`config.mk`:
```
export PLATFORM = sky130hd
export DESIGN_NAME = plataform_scheduler
export DESIGN_NICKNAME = d
export VERILOG_FILES = /design/src/rtl/vga_pkg.sv /design/src/rtl/plataform_step.sv /design/src/rtl/plataform_scheduler.sv
export SDC_FILE = /design/constraint.sdc
export NUM_CORES = 1
export LEC_CHECK = 0
export ABC_AREA = 0
export CORE_MARGIN = 10
export CORE_UTILIZATION = 29
export CTS_CLUSTER_SIZE = 24
export DETAILED_ROUTE_END_ITERATION = 6
export SLEW_MARGIN = 15
export SYNTH_ARGS = -nofsm -noshare
export SYNTH_HDL_FRONTEND = slang
export SYNTH_SLANG_ARGS = --single-unit
export TNS_END_PERCENT = 30
```
`constraint.sdc`:
```
create_clock -name clk -period 7.6 [get_ports clk]
set_input_delay 0.76 -clock clk [delete_from_list [all_inputs] [get_ports clk]]
set_output_delay 0.76 -clock clk [all_outputs]
set_load 0.01 [all_outputs]
```
`src/rtl/vga_pkg.sv`:
```
// Shared VGA-domain constants, scheduler state encoding and config clamp helpers.
package vga_pkg;

    localparam int unsigned H_VISIBLE = 640;
    localparam int unsigned COL_W     = 10;
    localparam int unsigned SPAN_W    = COL_W + 1;

    typedef enum logic {
        IDLE    = 1'b0,
        PENDING = 1'b1
    } sched_state_t;

    // Force a requested width into [1, H_VISIBLE].
    function automatic logic [SPAN_W-1:0] clamp_width(input logic [COL_W-1:0] w);
        if (w == '0) begin
            return SPAN_W'(1);
        end else if (SPAN_W'(w) > SPAN_W'(H_VISIBLE)) begin
            return SPAN_W'(H_VISIBLE);
        end else begin
            return SPAN_W'(w);
        end
    endfunction

    // Pull a requested start back so the span ends inside the visible line.
    function automatic logic [COL_W-1:0] clamp_start(input logic [COL_W-1:0]  s,
                                                     input logic [SPAN_W-1:0] w);
        logic [SPAN_W-1:0] lim;
        lim = SPAN_W'(H_VISIBLE) - w;
        if (SPAN_W'(s) > lim) begin
            return COL_W'(lim);
        end else begin
            return s;
        end
    endfunction

endpackage

```
`src/rtl/plataform_step.sv`:
```
// Bounce arithmetic: next start column and direction for one movement event.
//   start         - current left column
//   width         - current span width (1..H_VISIBLE)
//   moving_right  - current direction
//   next_start_c  - start after the move (combinational)
//   next_right_c  - direction after the move (combinational)
module plataform_step
    import vga_pkg::*;
#(
    parameter int unsigned STEP = 2
) (
    input  logic [COL_W-1:0]  start,
    input  logic [SPAN_W-1:0] width,
    input  logic              moving_right,
    output logic [COL_W-1:0]  next_start_c,
    output logic              next_right_c
);

    logic [SPAN_W-1:0] limit;
    logic [SPAN_W-1:0] sum;

    assign limit = SPAN_W'(H_VISIBLE) - width;
    assign sum   = SPAN_W'(start) + SPAN_W'(STEP);

    // Hitting either wall pins the span to that wall and reverses direction.
    always_comb begin
        next_start_c = start;
        next_right_c = moving_right;
        if (moving_right) begin
            if (sum >= limit) begin
                next_start_c = COL_W'(limit);
                next_right_c = 1'b0;
            end else begin
                next_start_c = COL_W'(sum);
            end
        end else begin
            if (SPAN_W'(start) <= SPAN_W'(STEP)) begin
                next_start_c = '0;
                next_right_c = 1'b1;
            end else begin
                next_start_c = start - COL_W'(STEP);
            end
        end
    end

endmodule

```
`src/rtl/plataform_scheduler.sv`:
```
// Moving-platform scheduler: owns the live platform span, bounces it every
// FRAME_DIV frame ticks and commits game-logic configs on the frame tick only.
//   clk             - vga pixel clock
//   reset           - asynchronous active-low reset
//   frame_tick      - one-cycle pulse at start of vertical blank
//   enable          - movement enable, sampled on frame_tick
//   cfg_valid/ready - config handshake; cfg_start/cfg_width are the request
//   plataform_start - current left column
//   plataform_end   - current right column (inclusive)
//   moving_right    - current direction
module plataform_scheduler
    import vga_pkg::*;
#(
    parameter int unsigned STEP       = 2,
    parameter int unsigned FRAME_DIV  = 2,
    parameter int unsigned INIT_START = 200,
    parameter int unsigned INIT_WIDTH = 120
) (
    input  logic             clk,
    input  logic             reset,
    input  logic             frame_tick,
    input  logic             enable,
    input  logic             cfg_valid,
    input  logic [COL_W-1:0] cfg_start,
    input  logic [COL_W-1:0] cfg_width,
    output logic             cfg_ready,
    output logic [COL_W-1:0] plataform_start,
    output logic [COL_W-1:0] plataform_end,
    output logic             moving_right
);

    localparam int unsigned DIV_W = (FRAME_DIV > 1) ? $clog2(FRAME_DIV) : 1;

    sched_state_t      state;
    logic [SPAN_W-1:0] width_q;
    logic [COL_W-1:0]  shadow_start;
    logic [SPAN_W-1:0] shadow_width;
    logic [DIV_W-1:0]  div_q;

    logic [COL_W-1:0]  step_start_c;
    logic              step_right_c;
    logic [SPAN_W-1:0] cfg_width_c;
    logic [COL_W-1:0]  cfg_start_c;
    logic [COL_W-1:0]  step_end_c;
    logic [COL_W-1:0]  shadow_end_c;

    plataform_step #(
        .STEP (STEP)
    ) u_step (
        .start        (plataform_start),
        .width        (width_q),
        .moving_right (moving_right),
        .next_start_c (step_start_c),
        .next_right_c (step_right_c)
    );

    // Clamp the incoming request so shadow registers always hold a legal span.
    assign cfg_width_c  = clamp_width(cfg_width);
    assign cfg_start_c  = clamp_start(cfg_start, cfg_width_c);

    assign step_end_c   = COL_W'(SPAN_W'(step_start_c) + width_q - SPAN_W'(1));
    assign shadow_end_c = COL_W'(SPAN_W'(shadow_start) + shadow_width - SPAN_W'(1));

    // FSM, divider, shadow and output registers.
    always_ff @(posedge clk or negedge reset) begin
        if (!reset) begin
            state           <= IDLE;
            cfg_ready       <= 1'b1;
            div_q           <= '0;
            width_q         <= SPAN_W'(INIT_WIDTH);
            shadow_start    <= '0;
            shadow_width    <= SPAN_W'(1);
            plataform_start <= COL_W'(INIT_START);
            plataform_end   <= COL_W'(INIT_START + INIT_WIDTH - 1);
            moving_right    <= 1'b1;
        end else begin
            case (state)
                IDLE: begin
                    if (frame_tick && enable) begin
                        if (div_q == DIV_W'(FRAME_DIV - 1)) begin
                            div_q           <= '0;
                            plataform_start <= step_start_c;
                            plataform_end   <= step_end_c;
                            moving_right    <= step_right_c;
                        end else begin
                            div_q <= div_q + DIV_W'(1);
                        end
                    end
                    // cfg_ready is high throughout IDLE, so valid alone is a transfer.
                    if (cfg_valid) begin
                        shadow_start <= cfg_start_c;
                        shadow_width <= cfg_width_c;
                        cfg_ready    <= 1'b0;
                        state        <= PENDING;
                    end
                end
                PENDING: begin
                    // Commit wins over movement for this frame.
                    if (frame_tick) begin
                        plataform_start <= shadow_start;
                        plataform_end   <= shadow_end_c;
                        width_q         <= shadow_width;
                        div_q           <= '0;
                        cfg_ready       <= 1'b1;
                        state           <= IDLE;
                    end
                end
                default: begin
                    state     <= IDLE;
                    cfg_ready <= 1'b1;
                end
            endcase
        end
    end

endmodule

```
==> results.json <==
{
  "outcome": "finished, final reports clean",
  "finalCritPeriodShare": 0.723,
  "grt_pass1_vias": 3929,
  "cap_violations": 0,
  "io_pins": 47,
  "gr-usage-all-layers": 0.107,
  "io_buffers": 46,
  "holdCritStartpoint": "plataform_end[0]",
  "cts_tree": "done",
  "grt_pass1_wl_um": 19400,
  "r2r_start": "plataform_start[1]",
  "fin_nets": 700,
  "cts.clk_slew.worst_paths_ps": 70,
  "yosysWarningCount": 0,
  "worstPathMaxFanout": 13,
  "final_common_cell": "inv_1",
  "clockBufferDepth": 2,
  "syn_area_um2": 4710,
  "insertion_delay_ps": 300,
  "vias": 3926,
  "finalClockSkew_ps": 6.79,
  "wirelength_um": 11300,
  "cts.htree.levels": 2,
  "drtIter0Drc": 168,
  "rows": 46,
  "cts_root_buf": "clkbuf_16",
  "grt_max_degree": 55,
  "syn_inst": 588,
  "place.gp.congestion": 0.788,
  "hpwl_um": 9030,
  "setup_tns_ps": 0,
  "ant_nets": 0,
  "reg2reg_depth": 25,
  "post_cts_resize_count": 0,
  "cp-start-kind": "flip-flop",
  "synth_edf_count": 0,
  "hold_viol": 0,
  "hold_buffers": 0,
  "synth-async-reset-ratio": 1.00,
  "postCtsSetupBuffers": 0,
  "synth_top_area_frac": 0.197,
  "most-common-layout-cells": "91 x inv_1, 65 x nand2_1, 57 x o21ai_0, 57 x ha_1, 45 x clkdlybuf4s50_1",
  "drive_gt1_frac": 0.0729,
  "r2r-end": "plataform_end[9]",
  "rsz0062_at_grt": "no",
  "coreArea_um2": 15900,
  "hp-class": "reg -> reg",
  "ys_ff_latch": 54,
  "die_h_um": 147,
  "routed_via_density": 4.71,
  "drc": 0,
  "fin_crit_ps": 5490,
  "whs_endpoint": "plataform_end[0]",
  "dieArea_um2": 21700,
  "clkSinkCount": 54,
  "diodes": 0,
  "finalSetupViolCount": 0,
  "fmax_mhz": 182,
  "synth_nets": 672,
  "synth_area_per_cell_um2": 8.01,
  "die_x_um": 147,
  "numCtsBuffers": 5,
  "antenna_found_initial": 0,
  "path_class": "reg -> reg",
  "slew_headroom": 0.410,
  "cp.required_ps": 7840,
  "start_util": 0.296,
  "ys.flop_type": "dfrtp_1",
  "wl_per_cell_um": 13.5,
  "worstSetupEndpointType": "flip-flop",
  "fillers": 1753,
  "yosysSeqAreaShare": 0.292,
  "worstPathArrival_ps": 5730,
  "synth_top_area_cell": "dfrtp_1",
  "drt_pass1_iterations": 4,
  "synth_area_leaders": "dfrtp_1 20%, ha_1 15%, dfstp_2 9.5%",
  "r2r_slack_ps": 2110,
  "areaGrowthSynthToFinish_pct": 16.8,
  "max_slew.worst_pin.slew_ps": 886,
  "hold_depth": 2,
  "gr-total-overflow": 0,
  "slew_viol_final": 0,
  "ys_types": 55
}
metal layers:
layer  wire length, um  GRT usage  vias to the layer above
met5                 0          0                        -
met4               208     0.0367                        0
li1                  -          -                     2047
met3               393     0.0189                       15
met2              4980      0.168                       70
met1              5690      0.144                     1794
worst max path at each step:
stage / from / end / slack [ps] / depth (start not counted)
after floorplan: plataform_start[3] / plataform_end[9] / 2680 / 28
after global placement: cfg_width[3] / shadow_start[3] / 1830 / 15
after detailed placement: cfg_width[3] / shadow_start[2] / 1900 / 16
after CTS: plataform_start[1] / plataform_end[9] / 2130 / 25
after global routing: plataform_start[1] / plataform_end[9] / 1550 / 25
final: plataform_start[1] / plataform_end[9] / 2110 / 25
critical path: stages, from the launching register on:
cell,delay (ps)
dfrtp_1,530
inv_1,140
ha_1,350
ha_1,280
o21ai_0,70
o21ai_0,150
a21oi_1,110
maj3_2,320
maj3_2,340
o21ai_4,370
o21ai_0,190
a32oi_1,260
ha_1,280
inv_1,60
ha_1,170
inv_1,60
fa_1,390
nor2b_1,130
o21ai_0,110
a21boi_0,240
o21ai_0,100
nand2_1,110
a31oi_1,110
xnor2_1,140
or3_1,310
nand3_1,80
cells in the mapped netlist (2+ instances only):
master	n
and2_1	2
or3_1	3
o21ai_0	57
nand3_1	9
nor2b_1	5
a21oi_1	43
a31oi_1	3
clkbuf_1	24
mux2_2	7
a211oi_1	4
nand2_1	65
o31ai_1	3
a21o_1	9
dfrtp_1	37
xor2_1	9
or2_2	2
buf_6	2
o21a_1	9
dfstp_2	17
nor2_1	31
a211o_1	4
a311oi_1	2
maj3_2	2
or4_1	2
inv_1	91
xnor2_1	30
a32oi_1	2
and3_1	2
ha_1	57
a21boi_0	4
mux2i_1	7
nand4_1	6
fa_1	2
nor3_1	12
a22o_1	4
stage by stage:
| step | area (um2) | hold WS, ps | std cells | utilization | setup slack [ps] |
|---|---|---|---|---|---|
| after floorplan | 4710 | 450 | 588 | - | 2680 |
| after global placement | 5340 | 461 | 825 | 0.336 | 1830 |
| after detailed placement | 5340 | 470 | 825 | 0.336 | 1900 |
| after CTS | 5490 | 484 | 833 | 0.346 | 2130 |
| after global routing | 5500 | 500 | 833 | 0.346 | 1550 |
| final | 5500 | 478 | 833 | 0.346 | 2110 |
sequential cells by signal, summed over array words and instances (netlist names):
register / cells
plataform_end: 10
cfg_ready: 1
shadow_width: 10
plataform_start: 10
div_q: 1
moving_right: 1
state: 1
shadow_start: 10
width_q: 10
cells by family after synthesis:
logic type                 share of synthesized area
AOI/OAI and AO/OA                              0.202
xor gates and xnor gates                      0.0725
adders and majority gates                      0.165
buffers and inverters                         0.0991
DFF                                            0.292
muxes                                         0.0316
and+or+nand+nor                                0.139
layout make-up:
cell class                      count  area [um2]  area share
Multi-Input combinational cell    415        2880       0.524
Timing Repair Buffer               49         478      0.0869
Inverter                           91         342      0.0621
Clock buffer                        6         139      0.0253
Tap cell                          216         270      0.0491
Sequential cell                    54        1370       0.250
Clock inverter                      2        16.3     0.00296
Power is left out: the tool's default activity adds up to more than one toggle a clock period on the data nets, which glitch-free logic cannot reach.
